### config.mk
export PLATFORM = sky130hd
export DESIGN_NAME = moving_average_multi
export DESIGN_NICKNAME = d
export VERILOG_FILES = /design/src/rtl/package_settings.sv /design/src/rtl/moving_average_delay_line.sv /design/src/rtl/moving_average_multi.sv
export SDC_FILE = /design/constraint.sdc
export NUM_CORES = 2
export LEC_CHECK = 0
export ABC_AREA = 0
export CORE_MARGIN = 5
export CORE_UTILIZATION = 23
export CTS_CLUSTER_DIAMETER = 30
export DETAILED_ROUTE_END_ITERATION = 10
export SETUP_SLACK_MARGIN = 0.4
export SLEW_MARGIN = 20
export SYNTH_ARGS = -nofsm -noshare
export SYNTH_HDL_FRONTEND = slang
export SYNTH_SLANG_ARGS = --single-unit
### constraint.sdc
create_clock -name clk -period 9.8 [get_ports clk]
set_input_delay 1.96 -clock clk [delete_from_list [all_inputs] [get_ports clk]]
set_output_delay 1.96 -clock clk [all_outputs]
set_load 0.05 [all_outputs]
### src/rtl/package_settings.sv
// Shared settings for the multi-channel moving average: default sizes,
// the FILL/RUN state type and the window clamp helper.
package package_settings;

  localparam int CHANNEL_SIZE                    = 2;
  localparam int SIZE_ADC_DATA                   = 14;
  localparam int SIZE_MOVING_AVERAGE_MAX_WINDOW  = 64;
  localparam int SIZE_MOVING_AVERAGE_WINDOW_LOG2 = 3;

  typedef enum logic {
    ST_FILL = 1'b0,
    ST_RUN  = 1'b1
  } ma_state_e;

  function automatic logic [SIZE_MOVING_AVERAGE_WINDOW_LOG2-1:0] clamp_window_log2(
    input logic [SIZE_MOVING_AVERAGE_WINDOW_LOG2-1:0] req_log2,
    input logic [SIZE_MOVING_AVERAGE_WINDOW_LOG2-1:0] max_log2
  );
    if (req_log2 > max_log2) begin
      return max_log2;
    end else begin
      return req_log2;
    end
  endfunction

endpackage

### src/rtl/moving_average_delay_line.sv
// Per-channel circular sample history: one write and one registered read per
// accepted sample; the read returns the pre-write contents of the read address.
module moving_average_delay_line #(
  parameter int SIZE_DATA = 14,
  parameter int ADDR_W    = 6
) (
  input  logic                 clk,
  input  logic                 reset_n,
  input  logic                 wr_en,
  input  logic [ADDR_W-1:0]    wr_addr,
  input  logic [ADDR_W-1:0]    rd_addr,
  input  logic [SIZE_DATA-1:0] din,
  output logic [SIZE_DATA-1:0] dout
);

  localparam int DEPTH = 1 << ADDR_W;

  logic [SIZE_DATA-1:0] mem_q [DEPTH];
  logic [SIZE_DATA-1:0] dout_q;
  logic [SIZE_DATA-1:0] dout_d;

  // History contents are never reset; stale entries are masked by the fill logic
  always_ff @(posedge clk) begin
    if (wr_en) begin
      mem_q[wr_addr] <= din;
    end
  end

  // Read port advances only with an accepted sample
  always_comb begin
    if (wr_en) begin
      dout_d = mem_q[rd_addr];
    end else begin
      dout_d = dout_q;
    end
  end

  // Read data register
  always_ff @(posedge clk or negedge reset_n) begin
    if (!reset_n) begin
      dout_q <= '0;
    end else begin
      dout_q <= dout_d;
    end
  end

  assign dout = dout_q;

endmodule

### src/rtl/moving_average_multi.sv
// Multi-channel power-of-two moving average with FILL/RUN sequencing.
// Pipeline: accept/history read -> running-sum update -> shifted output.
module moving_average_multi
  import package_settings::ma_state_e, package_settings::ST_FILL, package_settings::ST_RUN,
         package_settings::clamp_window_log2, package_settings::SIZE_ADC_DATA,
         package_settings::SIZE_MOVING_AVERAGE_MAX_WINDOW,
         package_settings::SIZE_MOVING_AVERAGE_WINDOW_LOG2;
#(
  parameter int CHANNEL_SIZE         = package_settings::CHANNEL_SIZE,
  parameter int SIZE_DATA            = SIZE_ADC_DATA,
  parameter int SIZE_WINDOW_LOG2_MAX = $clog2(SIZE_MOVING_AVERAGE_MAX_WINDOW)
) (
  input  logic                                       clk,
  input  logic                                       reset_n,
  input  logic [SIZE_MOVING_AVERAGE_WINDOW_LOG2-1:0] window_log2,
  input  logic [CHANNEL_SIZE*SIZE_DATA-1:0]          data_in,
  input  logic                                       data_valid_in,
  output logic [CHANNEL_SIZE*SIZE_DATA-1:0]          data_out,
  output logic                                       data_valid_out,
  output logic                                       filled
);

  localparam int WLW   = SIZE_MOVING_AVERAGE_WINDOW_LOG2;
  localparam int PW    = SIZE_WINDOW_LOG2_MAX;
  localparam int CW    = SIZE_WINDOW_LOG2_MAX + 1;
  localparam int SUM_W = SIZE_DATA + SIZE_WINDOW_LOG2_MAX;
  localparam logic [WLW-1:0] WL_MAX = WLW'(SIZE_WINDOW_LOG2_MAX);

  logic [WLW-1:0]       wl_q, wl_d, wl_req_s;
  logic                 restart_s;
  logic [CW-1:0]        win_s;
  ma_state_e            state_q, state_d, eff_state_s;
  logic [CW-1:0]        cnt_q, cnt_d, eff_cnt_s;
  logic                 complete_s;
  logic [PW-1:0]        wr_ptr_q, wr_ptr_d, rd_addr_s;
  logic                 s1_valid_q, s1_valid_d;
  logic                 s1_emit_q, s1_emit_d;
  logic                 s1_mask_q, s1_mask_d;
  logic [SIZE_DATA-1:0] s1_x_q [CHANNEL_SIZE];
  logic [SIZE_DATA-1:0] s1_x_d [CHANNEL_SIZE];
  logic [SIZE_DATA-1:0] x_old_s [CHANNEL_SIZE];
  logic [SUM_W-1:0]     sum_q [CHANNEL_SIZE];
  logic [SUM_W-1:0]     sum_d [CHANNEL_SIZE];
  logic                 s2_valid_q, s2_valid_d;
  logic [CHANNEL_SIZE*SIZE_DATA-1:0] dout_q, dout_d;
  logic                 dvo_q, dvo_d;

  // Clamped window request; any change against the active window restarts filling
  always_comb begin
    wl_req_s  = clamp_window_log2(window_log2, WL_MAX);
    restart_s = (wl_req_s != wl_q);
    win_s     = CW'(1) << wl_req_s;
    wl_d      = wl_req_s;
  end

  // FSM next state: a restart behaves as an empty FILL seen by this cycle's sample
  always_comb begin
    eff_state_s = restart_s ? ST_FILL : state_q;
    eff_cnt_s   = restart_s ? '0 : cnt_q;
    state_d     = eff_state_s;
    cnt_d       = eff_cnt_s;
    complete_s  = 1'b0;
    if (data_valid_in) begin
      case (eff_state_s)
        ST_FILL: begin
          cnt_d = eff_cnt_s + CW'(1);
          if (cnt_d == win_s) begin
            complete_s = 1'b1;
            state_d    = ST_RUN;
          end else begin
            state_d = ST_FILL;
          end
        end
        ST_RUN:  state_d = ST_RUN;
        default: state_d = ST_FILL;
      endcase
    end else begin
      state_d = eff_state_s;
    end
  end

  // FSM outputs: per-sample emit and old-sample mask travelling with stage 1
  always_comb begin
    s1_valid_d = data_valid_in;
    s1_emit_d  = data_valid_in & ((eff_state_s == ST_RUN) | complete_s);
    s1_mask_d  = data_valid_in & (eff_state_s == ST_RUN);
  end

  assign filled = (state_q == ST_RUN);

  // Datapath: history addressing, running sums and output shift
  always_comb begin
    wr_ptr_d   = data_valid_in ? (wr_ptr_q + PW'(1)) : wr_ptr_q;
    rd_addr_s  = wr_ptr_q - win_s[PW-1:0];
    s2_valid_d = s1_valid_q & s1_emit_q & ~restart_s;
    dvo_d      = s2_valid_q & ~restart_s;
    dout_d     = dout_q;
    for (int c = 0; c < CHANNEL_SIZE; c++) begin
      s1_x_d[c] = data_valid_in ? data_in[c*SIZE_DATA +: SIZE_DATA] : s1_x_q[c];
      if (restart_s) begin
        sum_d[c] = '0;
      end else if (s1_valid_q) begin
        sum_d[c] = sum_q[c] + SUM_W'(s1_x_q[c])
                 - (s1_mask_q ? SUM_W'(x_old_s[c]) : SUM_W'(0));
      end else begin
        sum_d[c] = sum_q[c];
      end
      if (dvo_d) begin
        dout_d[c*SIZE_DATA +: SIZE_DATA] = SIZE_DATA'(sum_q[c] >> wl_q);
      end else begin
        dout_d[c*SIZE_DATA +: SIZE_DATA] = dout_q[c*SIZE_DATA +: SIZE_DATA];
      end
    end
  end

  // State and pipeline registers
  always_ff @(posedge clk or negedge reset_n) begin
    if (!reset_n) begin
      wl_q       <= '0;
      state_q    <= ST_FILL;
      cnt_q      <= '0;
      wr_ptr_q   <= '0;
      s1_valid_q <= 1'b0;
      s1_emit_q  <= 1'b0;
      s1_mask_q  <= 1'b0;
      s2_valid_q <= 1'b0;
      dout_q     <= '0;
      dvo_q      <= 1'b0;
      for (int c = 0; c < CHANNEL_SIZE; c++) begin
        s1_x_q[c] <= '0;
        sum_q[c]  <= '0;
      end
    end else begin
      wl_q       <= wl_d;
      state_q    <= state_d;
      cnt_q      <= cnt_d;
      wr_ptr_q   <= wr_ptr_d;
      s1_valid_q <= s1_valid_d;
      s1_emit_q  <= s1_emit_d;
      s1_mask_q  <= s1_mask_d;
      s2_valid_q <= s2_valid_d;
      dout_q     <= dout_d;
      dvo_q      <= dvo_d;
      for (int c = 0; c < CHANNEL_SIZE; c++) begin
        s1_x_q[c] <= s1_x_d[c];
        sum_q[c]  <= sum_d[c];
      end
    end
  end

  for (genvar g = 0; g < CHANNEL_SIZE; g++) begin : g_ch
    moving_average_delay_line #(
      .SIZE_DATA (SIZE_DATA),
      .ADDR_W    (PW)
    ) u_delay_line (
      .clk     (clk),
      .reset_n (reset_n),
      .wr_en   (data_valid_in),
      .wr_addr (wr_ptr_q),
      .rd_addr (rd_addr_s),
      .din     (data_in[g*SIZE_DATA +: SIZE_DATA]),
      .dout    (x_old_s[g])
    );
  end

  assign data_out       = dout_q;
  assign data_valid_out = dvo_q;

endmodule

== After elaboration in Yosys (flattened, before gate mapping) ==
Memory sizes are Yosys's and may differ from the RTL's. A register that Yosys moved wholly into a read port is not among the register bits.
Cells that the tools add are included.
Cells by class
  add/subtract/negate cells: 7
  $lt $le $gt $ge: 1
  equal/unequal tests: 2
  shift-type cells: 3
  mux-type cells: 18
  bitwise logic cells: 8
  reductions and logical operators: 3
Operators with widths (number)
  $mux W20: 4
  $add A20 B14 Y20: 2
  $shr A20 B3 Y14: 2
  $sub A20 B14 Y20: 2
  $mux W14: 2
  $mux W7: 3
  $add A7 B1 Y7 const B: 1
  $eq A7 B7 Y1: 1
  $mux W1: 7
  $shl A1 B3 Y7 const A: 1
  $add A6 B1 Y6 const B: 1
  $sub A6 B6 Y6: 1
  $and A1 B1 Y1: 5
  $gt A3 B3 Y1 const B: 1
  $mux W3: 1
  $ne A3 B3 Y1: 1
  $logic_not A1 Y1: 2
  $not A1 Y1: 2
  $pmux W1 S2: 1
  $reduce_bool A2 Y1: 1
  $or A1 B1 Y1: 1
Storage, ports and cells
  register bits after elaboration: 118
  RAM bits: 1792
  bits of input ports: 34
  output and inout bits: 30
  logic and storage cells: 58
  memories kept: 2
Memories
  g_ch[0].u_delay_line.mem_q: words 64, width 14, rd ports 1, clocked after Yosys merged registers in 1, write ports 1, line moving_average_delay_line.sv:18  | logic [SIZE_DATA-1:0] mem_q [DEPTH];
  g_ch[1].u_delay_line.mem_q: words 64, width 14, rd ports 1, clocked after Yosys merged registers in 1, write ports 1, line moving_average_delay_line.sv:18

== Logic depth before layout (Yosys ltp) ==
  depth in word-level cells: 11
  gate-level depth with buffers: 19
  depth with buffers taken out: 14

== By module ==
From an unflattened synthesis, not the netlist that was laid out.
Second synthesis, totals
  cells, all modules: 4201
  area, all modules: 79321.1 um2
Modules (own cells, without submodules)
  moving_average_delay_line: instances 2, cells an instance 1578, area an instance 35056.1 um2, seq. area each 27256.1 um2
  moving_average_multi: instances 1, cells an instance 1045, area an instance 9208.8 um2, seq. area each 2952.8 um2

== Worst setup path after synthesis ==
No wires, ideal clock.
  path type: input port to flip-flop
  from: in window_log2[2]
  to: reg g_ch[0].u_delay_line.dout_q[0], read port of g_ch[0].u_delay_line.mem_q
  setup time: 0.125 ns
  arrival time: 5.334 ns
  data required time: 9.675 ns
  path slack: 4.341 ns
  stages: 14
  path buffers: 5
  cell sequence: clkbuf_1 clkbuf_1 nor3_1 ha_1 inv_1 fa_1 clkbuf_1 clkbuf_1 clkbuf_1 mux4_2 mux4_2 mux2i_1 mux2i_1 mux2_2
Between the ends
  longest elaborated chain between the ends: 4
Ends and longest elaborated chain
  start, declared: line moving_average_multi.sv:15  | input logic [SIZE_MOVING_AVERAGE_WINDOW_LOG2-1:0] window_log2,
  $gt A3 B3 Y1: line package_settings.sv:19  | if (req_log2 > max_log2) begin
  $mux W3 (*): line package_settings.sv:19
  $shl A1 B3 Y7 (*): line moving_average_multi.sv:52  | win_s = CW'(1) << wl_req_s;
  $sub A6 B6 Y6 (*): line moving_average_multi.sv:94  | rd_addr_s = wr_ptr_q - win_s[PW-1:0];
  end, declared: line moving_average_delay_line.sv:19  | logic [SIZE_DATA-1:0] dout_q;
Every way passes the cells marked *; elsewhere a longest branch is shown, timed or not.
A chain may end at the register's enable or synchronous reset.

== Worst setup path after layout ==
  from: in window_log2[2]
  to: reg g_ch[1].u_delay_line.dout_q[6], read port of g_ch[1].u_delay_line.mem_q
Between the ends
  longest elaborated chain between the ends: 4
Ends and longest elaborated chain (line)
  $gt A3 B3 Y1: package_settings.sv:19
  $mux W3 (*): package_settings.sv:19
  $shl A1 B3 Y7 (*): moving_average_multi.sv:52
  $sub A6 B6 Y6 (*): moving_average_multi.sv:94
  end, declared: moving_average_delay_line.sv:19
Marks and branches as above.

==> impl_metrics.json <==
{
  "layout-drive-gt1-share": 0.3209,
  "design.core.area_um2": 339800,
  "cp.arrival_ps": 7680,
  "postCtsSetupBuffers": 0,
  "critPathMaxFanout": 49,
  "syn_area_um2": 78510,
  "crit_family": "multiplexers",
  "fin_skew_ps": 124.1,
  "cts_tree": "built",
  "num_vias": 39871,
  "antenna_found_initial": 17,
  "hold_viol_final": 0,
  "hold_ws_ps": 471.6,
  "avgSynthCellArea_um2": 20.75,
  "critical_path_cell_count": 11,
  "via_per_inst": 4.453,
  "hold_path.class": "register to register",
  "r2r_cells": 10,
  "fin_crit_sh": 0.7044,
  "maxSlewViolCount": 0,
  "htreeDepth": 5,
  "cts_resized": 0,
  "yosysUniqueCellTypes": 60,
  "fp.dieW_um": 594.3,
  "fp.dieArea_um2": 353100,
  "cp_slowest_cell": "fa_4",
  "first_pass_iters": 5,
  "worst_pin_slew_ps": 1031,
  "port_buffers": 63,
  "holdPathStages": 2,
  "clock_latency_ps": 950,
  "post-place-ws_ps": 1903,
  "max_cap_violations": 0,
  "antenna_left": 0,
  "cts.sinks": 1938,
  "gp_congestion": 0.7762,
  "dp_cells": 8300,
  "boundaryPins": 64,
  "worstReg2RegEnd": "g_ch[1].u_delay_line.dout[6]$_DFFE_PN0P_",
  "ff2ff_setup_slack_ps": 4600,
  "reg2reg_from": "wr_ptr_q[0]$_DFFE_PN0P_",
  "top_layer": "met5",
  "min_period_ps": 6903,
  "grt-ovfl-total": 0,
  "path_buf_inv": 3,
  "grt_max_degree": 97,
  "status": "completed",
  "cts.hold.buffers_added": 0,
  "synth_edf_count": 1792,
  "setup_viol": 0,
  "grt_usage": 0.1137,
  "wl_met1_mm": 87.64,
  "grt_pass1_vias": 40566,
  "hpwl_mm": 112.0,
  "vdd_drop_max_mv": 0.4337,
  "die_h_um": 594.3,
  "powerDensity_nw_per_um2": 309.5,
  "async_flop_share": 0.07534,
  "clkTransAtPathRegs_ps": 50,
  "ys_warn_count": 0,
  "routed_wl_mm": 206.0,
  "required_ps": 10580,
  "critPathCaptureType": "register",
  "synthesis.nets": 3893,
  "grt_setup_unrepaired": "false",
  "drc": 0,
  "holdCritStartpoint": "data_out[0]$_DFFE_PN0P_",
  "synth-main-ff-cell": "edfxtp_1",
  "cts_buffer_depth": 4,
  "nets": 4240,
  "yosysSeqAreaShare": 0.7319,
  "hold_path_end": "data_out[0]$_DFFE_PN0P_",
  "fin_cells": 8954,
  "cts_inserted_buffers": 364,
  "max_freq_ghz": 0.1449,
  "dr_wl_met2_mm": 96.16,
  "ys_seq_elements": 1938,
  "grt_pass1_wl_mm": 295.9,
  "max_slew_margin": 0.3127,
  "start_util": 0.2311,
  "totalPowerFinal_mw": 30.14,
  "postSynthCellCount": 3783,
  "drt_iter0_drc": 4570,
  "cpPeakStageDelay_ps": 1420,
  "syn2layout_area_growth_pct": 24.05,
  "startpoint_type": "input pin",
  "setup_slack_ps": 2897,
  "p_leak_nw": 31.71,
  "wl_per_cell_um": 23.01,
  "crit_type": "input pin to register",
  "nFillCells": 33015,
  "wl_met3_mm": 17.83,
  "fin_tns_setup_ps": 0,
  "placementRows": 214,
  "root_buffer": "clkbuf_16",
  "crit_chain": "clkdlybuf4s50_1, nor3_1, ha_4, inv_1, fa_4, buf_4, mux4_2, mux4_2, mux2i_1, mux2i_1, mux2_2"
}
## Yosys cell counts, types with 15 or more instances
library cell,number,share of area
mux2_2,31,0.0044
and3_1,15,0.0012
mux2i_1,149,0.019
dfrtp_1,146,0.047
xor2_1,15,0.0017
and2_1,29,0.0023
a31oi_1,16,0.0013
mux4_2,574,0.16
a211oi_1,21,0.0020
inv_1,139,0.0066
buf_1,26,0.0012
xnor2_1,23,0.0026
edfxtp_1,1792,0.69
nor2_1,156,0.0075
buf_2,54,0.0034
a21o_1,15,0.0014
clkbuf_1,105,0.0050
o21ai_0,80,0.0051
nand3_1,23,0.0015
nand2_1,110,0.0053
a21oi_1,39,0.0025
ha_1,47,0.0075
fa_1,29,0.0074
## layer usage
layer	vias up	GRT usage
met5	-	0
met4	2	0.03062
met3	357	0.02699
met2	1760	0.1783
met1	21393	0.1582
li1	16359	-
## flip-flops by register name, summed over array words and instances (netlist names), 3 cells and up
signal and flops:
cnt_q 7, data_out 28, g_ch.u_delay_line.dout 28, g_ch.u_delay_line.mem_q 1792, s1_x_q 28, sum_q 40, wl_q 3, wr_ptr_q 6
## worst max-delay path by stage
stage	from	end	slack (ps)
CTS	window_log2[2]	g_ch[0].u_delay_line.dout[11]$_DFFE_PN0P_	2900
detailed placement	window_log2[2]	g_ch[0].u_delay_line.dout[11]$_DFFE_PN0P_	1900
global route	window_log2[2]	g_ch[1].u_delay_line.dout[6]$_DFFE_PN0P_	2760
finish	window_log2[2]	g_ch[1].u_delay_line.dout[6]$_DFFE_PN0P_	2900
floorplan	window_log2[2]	g_ch[0].u_delay_line.dout[0]$_DFFE_PN0P_	4340
global placement	window_log2[2]	g_ch[0].u_delay_line.dout[11]$_DFFE_PN0P_	1880
## power by group
part	switching, mW	leakage, nW	internal (mW)
clock network	4.15	5.78	7.98
registers	0.286	18.0	9.43
logic	4.46	7.92	3.83
total	8.89	31.7	21.2
## tightest hold or removal path: stages (launching register included)
cell and delay [ps]:
dfrtp_1 330, nand2_1 40, o21ai_0 60
## placed cells by master, fill, tap and decap left out, types with 39 or more instances in the layout
cell type  count
mux4_2       574
ha_1          46
clkbuf_16    366
nor2_4        65
dfrtp_1      143
a21oi_1       39
mux2i_1      149
inv_1        139
o21ai_0       80
bufinv_16     41
buf_4        122
nor2_1        91
edfxtp_1    1792
clkinv_2      48
nand2_1      110
## area by class of cell
type                       count  area, um2  area share
clock buffer                 412       9412     0.09664
sequential                  1938      57470      0.5901
tap                         4536       5675     0.05828
inverter                     139      521.8    0.005357
timing repair buffer         185       1562     0.01603
antenna                        5      12.51   0.0001285
clock inverter               237       2582     0.02652
multi-input combinational   1502      20150      0.2069
## through the flow
stage	area, um2	util
5_1_grt	97380	0.2866
6_report	97390	0.2866
4_1_cts	97340	0.2865
3_5_place_dp	85350	0.2512
2_1_floorplan	78510	-
3_3_place_gp	85350	0.2512
## cell families (layout without fill, tap and decap cells)
logic type      count (synthesis)  in the layout  synth area share
xor+xnor                       39             39          0.004446
buf+inv                       343            973           0.01841
fa+ha+maj                      76             76           0.01488
flops                        1938           1938            0.7319
compound gates                229            229           0.01833
other cells                     0              5                 0
mux                           754            754            0.1881
simple gates                  404            404           0.02389
Power figures use the tool's default switching activity.
